==> config.mk <==
export PLATFORM = sky130hd
export DESIGN_NAME = gmii_rx_frame_ctrl
export DESIGN_NICKNAME = d
export VERILOG_FILES = /design/src/rtl/gmii_rx_frame_ctrl.sv
export SDC_FILE = /design/constraint.sdc
export NUM_CORES = 1
export LEC_CHECK = 0
export CAP_MARGIN = 40
export CELL_PAD_IN_SITES_DETAIL_PLACEMENT = 2
export CELL_PAD_IN_SITES_GLOBAL_PLACEMENT = 2
export CORE_AREA = 5 5 143 111
export DETAILED_ROUTE_END_ITERATION = 8
export DIE_AREA = 0 0 148 116
export HOLD_SLACK_MARGIN = 0.05
export PLACE_DENSITY = 0.75
export SLEW_MARGIN = 20
export SYNTH_ARGS = -nofsm -noshare
export SYNTH_HDL_FRONTEND = slang
export SYNTH_SLANG_ARGS = --single-unit
==> constraint.sdc <==
create_clock -name gmii_rx_clk -period 3.2 [get_ports gmii_rx_clk]
set_clock_uncertainty 0.15 [all_clocks]
set_input_delay 0.64 -clock gmii_rx_clk [delete_from_list [all_inputs] [get_ports gmii_rx_clk]]
set_output_delay 0.64 -clock gmii_rx_clk [all_outputs]
set_load 0.05 [all_outputs]
==> src/rtl/gmii_rx_frame_ctrl.sv <==
// gmii_rx_frame_ctrl
//   Frame-level sequencer ahead of the GMII->AXI converter (gmii_rx_clk domain).
//   Detects preamble/SFD, strips them, and admits or drops each whole frame at
//   SFD time. Forces an idle gap after every passed frame so the converter can
//   flush its partial word. Keeps saturating frame/drop/error counters.
// Ports
//   gmii_rx_clk  GMII receive clock          rst_n        async active-low reset
//   in_dv_i      GMII rx_dv                  in_er_i      GMII rx_er
//   in_rxd_i     GMII rxd                    enable_i     admit frames (sampled at SFD)
//   ds_ready_i   downstream ready (at SFD)   out_dv_o     gated rx_dv to converter
//   out_rxd_o    payload byte (DA..FCS)      busy_o       FSM not idle
//   frm_cnt_o    frames passed (incl. truncated)
//   drop_cnt_o   frames dropped by enable/ds_ready/gap rules
//   err_cnt_o    bad preamble, in_er in payload, or truncation
module gmii_rx_frame_ctrl #(
    parameter int unsigned MIN_PRE = 3,
    parameter int unsigned MAX_LEN = 1522,
    parameter int unsigned GAP_CYC = 4,
    parameter int unsigned CNT_W   = 16
) (
    input  logic             gmii_rx_clk,
    input  logic             rst_n,
    input  logic             in_dv_i,
    input  logic             in_er_i,
    input  logic [7:0]       in_rxd_i,
    input  logic             enable_i,
    input  logic             ds_ready_i,
    output logic             out_dv_o,
    output logic [7:0]       out_rxd_o,
    output logic             busy_o,
    output logic [CNT_W-1:0] frm_cnt_o,
    output logic [CNT_W-1:0] drop_cnt_o,
    output logic [CNT_W-1:0] err_cnt_o
);
    localparam int unsigned LEN_W = $clog2(MAX_LEN + 1);
    localparam int unsigned GAP_W = $clog2(GAP_CYC + 1);
    localparam int unsigned PRE_W = 3;
    localparam logic [7:0]  PRE_BYTE = 8'h55;
    localparam logic [7:0]  SFD_BYTE = 8'hD5;

    typedef enum logic [2:0] {
        ST_IDLE,
        ST_PRE,
        ST_PASS,
        ST_GAP,
        ST_DROP
    } state_t;

    state_t             state_q;
    logic               dv_q;
    logic               armed_q;
    logic [PRE_W-1:0]   pre_cnt_q;
    logic [LEN_W-1:0]   len_q;
    logic [GAP_W-1:0]   gap_cnt_q;
    logic               er_seen_q;
    logic               out_dv_q;
    logic [7:0]         out_rxd_q;
    logic               busy_q;
    logic [CNT_W-1:0]   frm_cnt_q, frm_cnt_d;
    logic [CNT_W-1:0]   drop_cnt_q, drop_cnt_d;
    logic [CNT_W-1:0]   err_cnt_q, err_cnt_d;

    logic               start_c;
    logic               pre_ok_c;
    logic               len_full_c;
    logic               frm_inc_c;
    logic               drop_inc_c;
    logic [1:0]         err_add_c;

    // armed_q blocks a frame that was already running when reset released
    assign start_c    = in_dv_i & ~dv_q & armed_q;
    assign pre_ok_c   = 32'(pre_cnt_q) >= MIN_PRE;
    assign len_full_c = (len_q == LEN_W'(MAX_LEN));

    function automatic logic [CNT_W-1:0] sat_add(input logic [CNT_W-1:0] cnt,
                                                 input logic [1:0]       add);
        logic [CNT_W:0] sum;
        sum = {1'b0, cnt} + (CNT_W + 1)'(add);
        return sum[CNT_W] ? '1 : sum[CNT_W-1:0];
    endfunction

    // Counter increment events; truncation and in_er can coincide, hence err +2
    always_comb begin
        frm_inc_c  = 1'b0;
        drop_inc_c = 1'b0;
        err_add_c  = 2'd0;
        case (state_q)
            ST_IDLE: begin
                if (start_c && in_rxd_i != PRE_BYTE) err_add_c = 2'd1;
            end
            ST_PRE: begin
                if (!in_dv_i) begin
                    err_add_c = 2'd1;
                end else if (in_rxd_i != PRE_BYTE) begin
                    if (in_rxd_i == SFD_BYTE && pre_ok_c) begin
                        drop_inc_c = ~(enable_i & ds_ready_i);
                    end else begin
                        err_add_c = 2'd1;
                    end
                end
            end
            ST_PASS: begin
                if (!in_dv_i) begin
                    frm_inc_c = 1'b1;
                end else if (len_full_c) begin
                    frm_inc_c = 1'b1;
                    err_add_c = 2'd1;
                end
                if (in_er_i && !er_seen_q) err_add_c = err_add_c + 2'd1;
            end
            ST_GAP: begin
                if (start_c) drop_inc_c = 1'b1;
            end
            default: ;
        endcase
    end

    assign frm_cnt_d  = sat_add(frm_cnt_q,  {1'b0, frm_inc_c});
    assign drop_cnt_d = sat_add(drop_cnt_q, {1'b0, drop_inc_c});
    assign err_cnt_d  = sat_add(err_cnt_q,  err_add_c);

    // Frame sequencer; busy_q tracks whether the next state is non-idle
    always_ff @(posedge gmii_rx_clk or negedge rst_n) begin
        if (!rst_n) begin
            state_q    <= ST_IDLE;
            dv_q       <= 1'b0;
            armed_q    <= 1'b0;
            pre_cnt_q  <= '0;
            len_q      <= '0;
            gap_cnt_q  <= '0;
            er_seen_q  <= 1'b0;
            out_dv_q   <= 1'b0;
            out_rxd_q  <= '0;
            busy_q     <= 1'b0;
            frm_cnt_q  <= '0;
            drop_cnt_q <= '0;
            err_cnt_q  <= '0;
        end else begin
            dv_q       <= in_dv_i;
            if (!in_dv_i) armed_q <= 1'b1;
            frm_cnt_q  <= frm_cnt_d;
            drop_cnt_q <= drop_cnt_d;
            err_cnt_q  <= err_cnt_d;
            out_dv_q   <= 1'b0;
            busy_q     <= (state_q != ST_IDLE);
            case (state_q)
                ST_IDLE: begin
                    if (start_c) begin
                        busy_q <= 1'b1;
                        if (in_rxd_i == PRE_BYTE) begin
                            state_q   <= ST_PRE;
                            pre_cnt_q <= PRE_W'(1);
                        end else begin
                            state_q   <= ST_DROP;
                        end
                    end
                end
                ST_PRE: begin
                    if (!in_dv_i) begin
                        state_q <= ST_IDLE;
                        busy_q  <= 1'b0;
                    end else if (in_rxd_i == PRE_BYTE) begin
                        if (pre_cnt_q != '1) pre_cnt_q <= pre_cnt_q + 1'b1;
                    end else if (in_rxd_i == SFD_BYTE && pre_ok_c && enable_i && ds_ready_i) begin
                        state_q   <= ST_PASS;
                        len_q     <= '0;
                        er_seen_q <= 1'b0;
                    end else begin
                        state_q <= ST_DROP;
                    end
                end
                ST_PASS: begin
                    out_rxd_q <= in_rxd_i;
                    if (in_er_i) er_seen_q <= 1'b1;
                    if (!in_dv_i) begin
                        state_q   <= ST_GAP;
                        gap_cnt_q <= '0;
                    end else if (len_full_c) begin
                        state_q <= ST_DROP;
                    end else begin
                        out_dv_q <= 1'b1;
                        len_q    <= len_q + 1'b1;
                    end
                end
                ST_GAP: begin
                    if (start_c) begin
                        state_q <= ST_DROP;
                    end else if (gap_cnt_q == GAP_W'(GAP_CYC - 1)) begin
                        state_q <= ST_IDLE;
                        busy_q  <= 1'b0;
                    end else begin
                        gap_cnt_q <= gap_cnt_q + 1'b1;
                    end
                end
                ST_DROP: begin
                    if (!in_dv_i) begin
                        state_q <= ST_IDLE;
                        busy_q  <= 1'b0;
                    end
                end
                default: begin
                    state_q <= ST_IDLE;
                    busy_q  <= 1'b0;
                end
            endcase
        end
    end

    assign out_dv_o   = out_dv_q;
    assign out_rxd_o  = out_rxd_q;
    assign busy_o     = busy_q;
    assign frm_cnt_o  = frm_cnt_q;
    assign drop_cnt_o = drop_cnt_q;
    assign err_cnt_o  = err_cnt_q;

endmodule
---- Yosys cells after proc, flatten, opt, wreduce, memory -nomap -nowiden ----
Index checks and enable logic that the tools add are counted.
storage, ports and cells
  logic and storage cells ................. 129
  bits in registers ....................... 81
  bits of input ports ..................... 14
  output and inout bits ................... 58
cells by class
  multiplexer cells ....................... 59
  bitwise operators ....................... 5
  $add $sub $neg .......................... 7
  reduce and logical (&&, ||, !) cells .... 17
  order comparisons ....................... 1
  equality and inequality tests ........... 27
operators by type and width
  kind                                                    number
  two-way mux 11 bit                                      5
  two-way mux 3 bit                                       17
  two-way mux 16 bit                                      3
  adder 16 x 1 -> 17 bit                                  2
  inequality test 2 bit (second input constant)           14
  two-way mux 1 bit                                       24
  one-hot mux 11 bit (2 select lines)                     1
  adder 16 x 2 -> 17 bit                                  1
  one-hot mux 3 bit (5 select lines)                      1
  inequality test 3 bit (second input constant)           4
  one-hot mux 3 bit (2 select lines)                      2
  AND reduction 6 bit                                     2
  adder 11 x 1 -> 11 bit (second input constant)          1
  == test 11 bit (second input constant)                  1
  AND reduction 5 bit                                     2
  == test 3 x 2 -> 1 bit (second input constant)          3
  == test 8 x 7 -> 1 bit (second input constant)          1
  == test 8 bit (second input constant)                   1
  inequality test 8 x 7 -> 1 bit (second input constant)  1
  adder 3 x 1 -> 3 bit (second input constant)            2
  one-hot mux 2 bit (3 select lines)                      1
  nonzero test 2 bit                                      3
  logical AND 1 bit                                       5
  two-way mux 2 bit                                       2
  13 further kinds                                        17

---- Logic depth before layout (Yosys ltp) ----
Gate-level depths: netlist of run 1.
  depth after elaboration ................. 9
  depth in mapped cells ................... 15
  mapped depth without buffers ............ 15

---- Worst setup path before layout of run 1 ----
No wires, ideal clock.
  kind .................................... register -> register
  from .................................... register len_q[3]
  to ...................................... register err_cnt_q[1] (netlist: err_cnt_o[1])
  slack ................................... -157 ps
  buffers on the path ..................... 1
  required time ........................... 2982 ps
  setup time .............................. 68 ps
  arrival ................................. 3139 ps
  clock period less this slack ............ 3357 ps
  cell stages (with the launch flop) ...... 14
  cells stage by stage .................... dfrtp_1 -> or4b_4 -> or3_1 -> nor2_1 -> ha_1 -> a221o_1 -> ha_1 -> inv_1 -> fa_1 -> nand2b_1 -> nor3_1 -> nand3_1 -> clkbuf_1 -> nand2_1
between the ends
  longest elaborated chain between the ends .. 9
RTL lines
  item                                    line  source
  start: declaration                      53    logic [LEN_W-1:0] len_q;
  start signal: assignment                182   len_q <= len_q + 1'b1;
  == test 11 bit (*)                      73    assign len_full_c = (len_q == LEN_W'(MAX_LEN));
  two-way mux 1 bit (*)                   105   end else if (len_full_c) begin
  two-way mux 1 bit (*)                   103   if (!in_dv_i) begin
  two-way mux 2 bit (*)                   87    case (state_q)
  adder 2 x 1 -> 2 bit                    109   if (in_er_i && !er_seen_q) err_add_c = err_add_c + 2'd1;
  two-way mux 2 bit (*)                   109
  one-hot mux 2 bit (3 select lines) (*)  87
  adder 16 x 2 -> 17 bit (*)              78    sum = {1'b0, cnt} + (CNT_W + 1)'(add);
  two-way mux 16 bit (*)                  79    return sum[CNT_W] ? '1 : sum[CNT_W-1:0];
  named net err_cnt_d[1]                  61    logic [CNT_W-1:0] err_cnt_q, err_cnt_d;
  end signal: assignment                  143   err_cnt_q <= err_cnt_d;
  end: declaration                        61
The timed path passes the listed nets; every way through them passes the cells marked *. The select of a mux whose other input is x is not followed.
A chain may end at the register's enable or synchronous reset.

---- Worst setup path after layout of run 1 ----
  from .................................... register len_q[9]
  to ...................................... register err_cnt_q[12] (netlist: err_cnt_o[12])
Same word-level chain as after synthesis.

==> metrics, run 1 <==
Post-synth top flop=dfrtp_1; area of placed instances=5400 um2; register area=2030 um2; sequential fraction of the synthesis area=50.0%; Routed WL=14300 um; Root Buffer=clkbuf_16; Final setup viols=29; Antenna Nets Post-Route=0; multi-input logic area=2130 um2; failing checks=negative setup slack; synthesized net count=454; Starting Density=28.5%; post-synthesis cell count=425; largest net degree at the start of global routing=43; Final Wtd Congestion=0.811; number of DRC markers in iteration 0=149; Stages on worst setup path=14; Setup crit end kind=register; Static Leak=2.85 nW; required time worst endpoint=3.32 ns; Slew HR=61.6%; total grt overflow=0; DRC Markers=0; H-tree levels=3; CP Buf/Inv Count=2; Max Freq=0.297 GHz; CP Launch Type=register; worst slack, placed=-0.563 ns; initial antenna violation count=0; CP max-delay cell=or4b_4; reg2reg path depth=14; status=finished with violations; Post-synth EDFFs=0; Mapped Area=4060 um2; Final #Nets=584; Seq cells post-synth=81; Worst Setup Slack, final=-0.171 ns; Pint=2.08 mW; top cell family by delay on the critical path=simple AND/OR/NAND/NOR gates; number of diodes=0; Flop pwr share=39.2%; Fin Setup TNS=-1.78 ns; Syn. warnings=0; measured slew at the worst slew-check pin=0.575 ns; WS Path Type=reg -> reg; Die Y=116 um; Sw Pwr=0.990 mW; max-cap check violation count=0; Mean Syn Cell Area=9.55 um2; endpoints failing hold=0; Area Overhead vs Synth=47.9%; Synth area leader=dfrtp_1; clock share of power=38.7%; final core occ=42.2%; power per cell area=511 nW/um2; Worst-path clk slew=0.06 ns; share of flip-flops with an asynchronous set or reset=100%; Routed wire per std cell=19.4 um; Skew-Pair Late Insertion Delay=0.35 ns; detailed placement HPWL=9780 um; num rows=38; vias per inst=5.04; Max Root-Sink Buffers=2; clock net sink count=81; first-pass GRT wire length=22800 um; DR vias=3730; Hold WC Path Type=in -> async; Core ar.=14200 um2; vias in the first global route=4175; share of post-route cells with drive strength above 1=22.1%; die width=148 um; most common cell in the netlist=nand2_1; Filler Cells Inserted=1498; CP Max Fanout=3; final worst path period share=105%; CTS tree=done; Worst Path Arrival=3.49 ns; Global Route Usage Sum=16.7%; Max stage delay on crit path=0.55 ns; IO Pins=72; drt pass-1 iters=4; Max VDD drop=271 uV; power share of the combinational group=22.1%; number of buffers created by CTS=9; Slew Viols, Final=0; Post-synth top cells=nand2_1, dfrtp_1, nor2_1; RSZ-0062 raised after global routing=true; top post-synthesis cells by area=dfrtp_1, nand2_1, ha_1; Sw Ratio=32.3%; Synth top area share=50.0%; fin area=6000 um2; # port buffers=71; crit path cell chain=or4b_4 -> or3_4 -> nor2_4 -> ha_1 -> a221o_1 -> ha_2 -> inv_2 -> fa_2 -> nand2b_4 -> nor3_4 -> nand2_2 -> buf_4 -> nor2_2 -> mux2i_1; Final Critical Period=3.37 ns; Tot Pwr=3.07 mW; die area=17200 um2; post-synth cell types=50
==> repair_timing <==
action	in CTS	in global routing
setup buffers	6	3
cloned	0	1
endpoints found under the setup margin	44	47
pin swaps	4	10
hold buffers	0	0
resized for setup	19	33
==> area by class of cell <==
type,instances,share of cell area (%)
Inverter,15,0.980
Tap cell,180,3.75
Timing Repair Buffer,131,20.3
Multi-Input combinational cell,317,35.6
Clock buffer,11,4.21
Clock inverter,5,1.42
Sequential cell,81,33.8
==> per-layer routing <==
layer	up-vias	GRT usage [%]	part of all wire (%)
met5	-	0	0
met4	0	3.88	1.5
met3	16	3.95	3.2
met2	52	28.6	49
met1	1924	21.7	46
li1	1738	-	-
==> stage by stage <==
| step | hold slack [ns] | cells |
|---|---|---|
| 6_report | 0.144 | 740 |
| 2_1_floorplan | 0.194 | 425 |
| 3_3_place_gp | 0.304 | 714 |
| 5_1_grt | 0.180 | 740 |
| 4_1_cts | 0.153 | 736 |
| 3_5_place_dp | 0.321 | 714 |
==> flip-flops by register name (all words and copies together), names as in the netlist, 3 cells and up <==
name	cells
state_q	3
err_cnt_o	16
frm_cnt_o	16
out_rxd_o	8
pre_cnt_q	3
gap_cnt_q	3
len_q	11
drop_cnt_o	16
==> logic make-up after synthesis <==
| family | share of synthesized area (%) |
|---|---|
| AND/OR/NAND/NOR | 23.7 |
| flip-flops | 50.0 |
| AO/OA/AOI/OAI | 10.5 |
| XOR/XNOR | 6.04 |
| buffers and inverters | 2.59 |
| adder cells (fa/ha/maj) | 4.81 |
| multiplexers | 2.37 |
==> power groups by stage <==
| stage | Combinational [mW] | Clock, mW | Sequential, mW |
|---|---|---|---|
| 2_1_floorplan | 0.167 | 0 | 1.41 |
| 3_3_place_gp | 0.639 | 0 | 1.21 |
| 3_5_place_dp | 0.657 | 0 | 1.22 |
| 4_1_cts | 0.678 | 1.21 | 1.20 |
| 5_1_grt | 0.719 | 1.26 | 1.21 |
| 6_report | 0.678 | 1.19 | 1.20 |
==> final timing paths <==
kind / from / end / slack (ns)
setup / recovery: len_q[9] / err_cnt_o[12] / -0.17
hold / removal: rst_n / drop_cnt_o[8] / 0.14
setup reg to reg: len_q[9] / err_cnt_o[12] / -0.17
hold reg to reg: out_rxd_o[4] / out_rxd_o[4] / 0.33
max in group asynchronous: rst_n / frm_cnt_o[0] / 2.12
min in group gmii_rx_clk: out_rxd_o[4] / out_rxd_o[4] / 0.33
==> cell usage in the layout, fill, tap and decap left out, types with 10 or more instances in the layout <==
cell type	instances
buf_4	51
a31oi_1	13
nand2_1	89
clkdlybuf4s50_1	63
dfrtp_1	81
inv_1	13
a21oi_1	16
xor2_1	18
nor2_1	22
xnor2_1	10
o21ai_0	11
ha_1	10
nand3_1	17
nand4_1	10
Power figures use the tool's default switching activity.
==> run 2, diff against run 1 <==
==> config.mk (replaced) <==
export PLATFORM = sky130hd
export DESIGN_NAME = gmii_rx_frame_ctrl
export DESIGN_NICKNAME = d
export VERILOG_FILES = /design/src/rtl/gmii_rx_frame_ctrl.sv
export SDC_FILE = /design/constraint.sdc
export NUM_CORES = 1
export LEC_CHECK = 0
export ABC_AREA = 1
export CAP_MARGIN = 40
export CELL_PAD_IN_SITES_DETAIL_PLACEMENT = 2
export CELL_PAD_IN_SITES_GLOBAL_PLACEMENT = 2
export CORE_AREA = 5 5 153 118
export DETAILED_ROUTE_END_ITERATION = 8
export DIE_AREA = 0 0 158 123
export HOLD_SLACK_MARGIN = 0.05
export PLACE_DENSITY = 0.77
export SLEW_MARGIN = 20
export SYNTH_ARGS = -nofsm -noshare
export SYNTH_HDL_FRONTEND = slang
export SYNTH_SLANG_ARGS = --single-unit
export TNS_END_PERCENT = 30
==> metrics, run 2 <==
status=completed (was finished with violations); required time worst endpoint=3.28 ns (was 3.32 ns); post-synth cell types=34 (was 50); WS Path Type=in -> reg (was reg -> reg); detailed placement HPWL=11500 um (was 9780 um); Non-Filler Instances=945 (was 740); top cell family by delay on the critical path=simple AND/OR/NAND/NOR gates (unchanged); Slew Viols, Final=0 (unchanged); IO Pins=72 (unchanged); # port buffers=71 (unchanged); Post-synth EDFFs=0 (unchanged); initial antenna violation count=1 (was 0); commonest non-fill, non-tap cell in the layout=nand2_1 (unchanged); Max stage delay on crit path=0.45 ns (was 0.55 ns); CP Max Fanout=5 (was 3); top post-synthesis cells by area=dfrtp_1, nand2_1, nand3_1 (was dfrtp_1, nand2_1, ha_1); CP dominant cell by count=nand2_1; CP max-delay cell=clkdlybuf4s50_1 (was or4b_4); Worst Path Arrival=3.16 ns (was 3.49 ns); Max Root-Sink Buffers=2 (unchanged); power per cell area=559 nW/um2 (was 511 nW/um2); Worst-path clk slew=0.06 ns (about the same); reg2reg path depth=18 (was 14); largest net degree at the start of global routing=47 (was 43); DR vias=4441 (was 3730); Area Overhead vs Synth=39.1% (was 47.9%); Synth area leader=dfrtp_1 (unchanged); first-pass GRT wire length=25700 um (was 22800 um); share of flip-flops with an asynchronous set or reset=100% (unchanged); Seq cells post-synth=81 (unchanged); Routed WL=15400 um (was 14300 um); die width=158 um (was 148 um); H-tree levels=3 (unchanged); Final Wtd Congestion=0.791 (was 0.811); post-synthesis cell count=596 (was 425); number of diodes=0 (unchanged); Final Critical Period=3.08 ns (was 3.37 ns); Placed Cells=920 (was 714); max-cap check violation count=0 (unchanged); number of DRC markers in iteration 0=88 (was 149); Synth top area share=44.9% (was 50.0%); multi-input logic area=2250 um2 (was 2130 um2); share of post-route cells with drive strength above 1=15.5% (was 22.1%); register area=2030 um2 (unchanged); total grt overflow=0 (unchanged); Static Leak=3.10 nW (was 2.85 nW); clock net sink count=81 (unchanged); Stages on worst setup path=17 (was 14); Global Route Usage Sum=16.5% (was 16.7%); Final #Nets=754 (was 584); Mean Syn Cell Area=7.57 um2 (was 9.55 um2); num rows=41 (was 38); vias per inst=4.70 (was 5.04); die area=19400 um2 (was 17200 um2); DRC Markers=0 (unchanged); Max Freq=0.324 GHz (was 0.297 GHz); most common cell in the netlist=nand2_1 (unchanged); Setup crit end kind=register (unchanged); Starting Density=27.4% (was 28.5%); Core ar.=16500 um2 (was 14200 um2); most frequent cells in the layout=nand2_1, dfrtp_1, inv_1 (was nand2_1, dfrtp_1, clkdlybuf4s50_1); Antenna Nets Post-Route=0 (unchanged); final worst path period share=96.4% (was 105%); Die Y=123 um (was 116 um); vias in the first global route=5103 (was 4175); Filler Cells Inserted=1886 (was 1498); Routed wire per std cell=16.3 um (was 19.4 um); RSZ-0062 raised after global routing=true (unchanged); measured slew at the worst slew-check pin=0.666 ns (was 0.575 ns); final core occ=38.1% (was 42.2%); number of buffers created by CTS=9 (unchanged); Skew-Pair Late Insertion Delay=0.35 ns (about the same); sequential fraction of the synthesis area=44.9% (was 50.0%); drt pass-1 iters=4 (unchanged); Hold-fix buffers, CTS=0 (unchanged); CP Launch Type=input port (was register); Root Buffer=clkbuf_16 (unchanged); synthesized net count=625 (was 454); Slew HR=55.6% (was 61.6%); Post-synth top cells=nand2_1, dfrtp_1, inv_1 (was nand2_1, dfrtp_1, nor2_1); Max VDD drop=335 uV (was 271 uV); crit path cell chain=clkdlybuf4s50_1 -> nand2_1 -> nor2_1 -> a21oi_1 -> nand2_1 -> nand4_1 -> ha_2 -> inv_2 -> fa_2 -> nor2_4 -> nand2_4 -> nor2_4 -> nand3_2 -> nor2_4 -> nand2_1 -> nand2_1 -> nand3_1 (was or4b_4 -> or3_4 -> nor2_4 -> ha_1 -> a221o_1 -> ha_2 -> inv_2 -> fa_2 -> nand2b_4 -> nor3_4 -> nand2_2 -> buf_4 -> nor2_2 -> mux2i_1); CTS tree=done (unchanged); endpoints failing hold=0 (unchanged); CP Buf/Inv Count=2 (unchanged); Final setup viols=0 (was 29); Post-synth top flop=dfrtp_1 (unchanged); Hold WC Path Type=in -> async (unchanged); Mapped Area=4510 um2 (was 4060 um2); Syn. warnings=0 (unchanged)
-- run 2: where the power goes --
| group | switching, mW | total [mW] | leakage, nW | internal (mW) |
|---|---|---|---|---|
| logic | 0.751 | 1.15 | 1.91 | 0.397 |
| registers | 0.139 | 1.31 | 1.05 | 1.17 |
| clock network | 0.428 | 1.05 | 0.144 | 0.625 |
| total | 1.32 | 3.51 | 3.10 | 2.19 |
-- run 2: per-stage QoR --
| stage | hold slack (ns) | area [um2] | setup WS [ns] | setup TNS [ns] | power [mW] |
|---|---|---|---|---|---|
| after floorplan | 0.194 | 4520 | 0.00404 | 0 | 1.95 |
| after CTS | 0.183 | 6150 | 0.0313 | 0 | 3.52 |
| final | 0.161 | 6280 | 0.115 | 0 | 3.51 |
| after detailed placement | 0.315 | 5800 | -0.593 | -9.88 | 2.42 |
| after global placement | 0.305 | 5800 | -0.336 | -4.63 | 2.36 |
| after global routing | 0.211 | 6280 | -0.0468 | -0.100 | 3.72 |
-- run 2: area by class of cell --
class / count / area share (%)
Tap cell: 215 / 4.28
Clock buffer: 13 / 3.99
Timing Repair Buffer: 128 / 18.6
Sequential cell: 81 / 32.3
Multi-Input combinational cell: 433 / 35.9
Inverter: 72 / 4.30
Clock inverter: 3 / 0.638
-- run 2: repair_timing --
| action | CTS | global route |
|---|---|---|
| gates resized for setup | 9 | 30 |
| endpoints found under the setup margin | 16 | 33 |
| buffers inserted | 4 | 5 |
| pin swaps | 8 | 17 |
-- run 2: worst paths after layout --
check,slack [ns],start,end
setup reg to reg,0.15,pre_cnt_q[0],err_cnt_o[14]
min in group gmii_rx_clk,0.32,armed_q,armed_q
hold / removal,0.16,rst_n,drop_cnt_o[15]
max in group asynchronous,2.11,rst_n,frm_cnt_o[13]
hold reg to reg,0.32,armed_q,armed_q
setup / recovery,0.12,in_rxd_i[6],err_cnt_o[14]
-- run 2: cells by family after synthesis --
logic type                 count (synthesis)  share of synthesized area (%)
adders and majority gates                 15                           4.32
buffers and inverters                     82                           7.43
DFF                                       81                           44.9
AOI/OAI and AO/OA                         48                           5.77
xor gates and xnor gates                  16                           3.10
and+or+nand+nor                          354                           34.5
-- run 2: per-layer routing --
metal	track usage [%]	part of all wire, %	up-vias
met5	0	0.13	-
met4	3.94	1.1	2
met3	3.57	2.7	13
met2	28.8	50	42
met1	21.1	46	2216
li1	-	-	2168
==> run 3, diff against run 2 <==
--- a/config.mk
+++ b/config.mk
@@ -9,11 +9,11 @@
 export CAP_MARGIN = 40
 export CELL_PAD_IN_SITES_DETAIL_PLACEMENT = 2
 export CELL_PAD_IN_SITES_GLOBAL_PLACEMENT = 2
-export CORE_AREA = 5 5 153 118
+export CORE_AREA = 5 5 128 142
 export DETAILED_ROUTE_END_ITERATION = 8
-export DIE_AREA = 0 0 158 123
+export DIE_AREA = 0 0 133 147
 export HOLD_SLACK_MARGIN = 0.05
-export PLACE_DENSITY = 0.77
+export PLACE_DENSITY = 0.76
 export SLEW_MARGIN = 20
 export SYNTH_ARGS = -nofsm -noshare
 export SYNTH_HDL_FRONTEND = slang
==> metrics, run 3 (synthesized netlist as in run 2, its figures left out) <==
Max VDD drop=233 uV (was 335 uV); share of post-route cells with drive strength above 1=15.9% (was 15.5%); first-pass GRT wire length=25900 um (was 25700 um); CTS tree=done (unchanged); Max Freq=0.320 GHz (was 0.324 GHz); initial antenna violation count=0 (was 1); number of diodes=0 (unchanged); number of buffers created by CTS=9 (unchanged); Static Leak=3.02 nW (was 3.10 nW); Worst Path Arrival=3.24 ns (was 3.16 ns); Worst Setup Slack, final=0.0794 ns (was 0.115 ns); Starting Density=27.0% (was 27.4%); clock net sink count=81 (unchanged); Final setup viols=0 (unchanged); power per cell area=570 nW/um2 (was 559 nW/um2); Core ar.=16700 um2 (was 16500 um2); required time worst endpoint=3.32 ns (was 3.28 ns); Slew HR=64.0% (was 55.6%); commonest non-fill, non-tap cell in the layout=nand2_1 (unchanged); vias in the first global route=5039 (was 5103); total grt overflow=0 (unchanged); WS Path Type=in -> reg (unchanged); Setup crit end kind=register (unchanged); CP Launch Type=input port (unchanged); worst slack, placed=-0.516 ns (was -0.593 ns); Die Y=147 um (was 123 um); CP Buf/Inv Count=4 (was 2); most frequent cells in the layout=nand2_1, dfrtp_1, clkdlybuf4s50_1 (was nand2_1, dfrtp_1, inv_1); Skew-Pair Late Insertion Delay=0.35 ns (about the same); IO Pins=72 (unchanged); die width=133 um (was 158 um); Root Buffer=clkbuf_16 (unchanged); measured slew at the worst slew-check pin=0.538 ns (was 0.666 ns); CP max-delay cell=clkdlybuf4s50_1 (unchanged); final hold slack=0.112 ns (was 0.161 ns); Max stage delay on crit path=0.49 ns (was 0.45 ns); num rows=50 (was 41); final worst path period share=97.5% (was 96.4%); max-cap check violation count=0 (unchanged); die area=19600 um2 (was 19400 um2); Hold WC Path Type=in -> async (unchanged); status=completed (unchanged); Global Route Usage Sum=16.4% (was 16.5%); DR vias=4502 (was 4441); Routed WL=15800 um (was 15400 um); final core occ=37.3% (was 38.1%); Final Wtd Congestion=0.832 (was 0.791); number of DRC markers in iteration 0=164 (was 88); drt pass-1 iters=4 (unchanged); Routed wire per std cell=17.0 um (was 16.3 um); register area=2030 um2 (unchanged); Final Critical Period=3.12 ns (was 3.08 ns); vias per inst=4.83 (was 4.70); crit path cell chain=clkdlybuf4s50_1 -> inv_2 -> nand2_1 -> nor2_2 -> a21oi_2 -> nand2_1 -> nand4_1 -> ha_2 -> inv_2 -> fa_2 -> nor2_4 -> nand2_2 -> buf_4 -> nor3_1 -> a21oi_1 -> o21ai_0 (was clkdlybuf4s50_1 -> nand2_1 -> nor2_1 -> a21oi_1 -> nand2_1 -> nand4_1 -> ha_2 -> inv_2 -> fa_2 -> nor2_4 -> nand2_4 -> nor2_4 -> nand3_2 -> nor2_4 -> nand2_1 -> nand2_1 -> nand3_1); DRC Markers=0 (unchanged); multi-input logic area=2260 um2 (was 2250 um2); CP Max Fanout=3 (was 5); H-tree levels=3 (unchanged); Antenna Nets Post-Route=0 (unchanged); detailed placement HPWL=11600 um (was 11500 um); endpoints failing hold=0 (unchanged); # port buffers=71 (unchanged); top cell family by delay on the critical path=simple AND/OR/NAND/NOR gates (unchanged); Worst-path clk slew=0.06 ns (about the same); largest net degree at the start of global routing=47 (unchanged); Slew Viols, Final=0 (unchanged); Area Overhead vs Synth=38.2% (was 39.1%); Max Root-Sink Buffers=2 (unchanged); Final #Nets=748 (was 754); Filler Cells Inserted=1908 (was 1886)
==> run 3: metal layers <==
metal | part of all wire (%) | GRT usage [%] | routed length, um | up-vias
met2 | 55 | 30.2 | 8710 | 46
met5 | 0 | 0 | 0 | -
met4 | 1.5 | 5.25 | 232 | 0
met1 | 42 | 19.4 | 6600 | 2290
li1 | - | - | - | 2151
met3 | 1.9 | 2.47 | 301 | 15
==> run 3: path summary, 6_finish.rpt <==
kind | from | end | slack (ns) | cells past startpoint
min reg2reg | out_rxd_o[2] | out_rxd_o[2] | 0.33 | 2
min | rst_n | frm_cnt_o[13] | 0.11 | 1
min in group gmii_rx_clk | out_rxd_o[2] | out_rxd_o[2] | 0.33 | 2
max in group asynchronous | rst_n | out_rxd_o[3] | 2.13 | 2
max | in_rxd_i[3] | err_cnt_o[8] | 0.08 | 16
max reg2reg | len_q[0] | err_cnt_o[8] | 0.17 | 18
==> run 3: per-stage QoR <==
| stage | instances | instance area (um2) | power [mW] | TNS [ns] |
|---|---|---|---|---|
| floorplan | 596 | 4520 | 1.95 | 0 |
| global placement | 910 | 5770 | 2.36 | -6.00 |
| detailed placement | 910 | 5770 | 2.43 | -10.60 |
| CTS | 926 | 6100 | 3.56 | 0 |
| global route | 932 | 6240 | 3.74 | -0.393 |
| finish | 932 | 6240 | 3.55 | 0 |
==> run 3: worst reg2reg max path, delay by kind of cell (launching register included) <==
kind,cells,cell delay [ns]
buf+inv,3,0.29
simple gates,9,0.98
compound gates,2,0.26
fa+ha+maj,4,0.87
flops,1,0.39
==> run 3: repair_timing <==
| action | in CTS | in global routing |
|---|---|---|
| endpoints found under the setup margin | 20 | 47 |
| gates resized for setup | 7 | 32 |
| pin swaps | 1 | 20 |
| buffers inserted | 0 | 6 |
| hold buffers | 0 | 0 |
==> run 3: layout make-up <==
class | count | share of cell area [%]
Sequential cell | 81 | 32.5
Tap cell | 208 | 4.17
Inverter | 72 | 4.33
Timing Repair Buffer | 122 | 17.8
Clock buffer | 12 | 4.11
Clock inverter | 4 | 0.823
Multi-Input combinational cell | 433 | 36.2
==> run 3: power breakdown <==
group          total [mW]  switching [mW]  internal (mW)
Clock                1.10           0.449          0.648
Sequential           1.31           0.136           1.17
Combinational        1.15           0.753          0.395
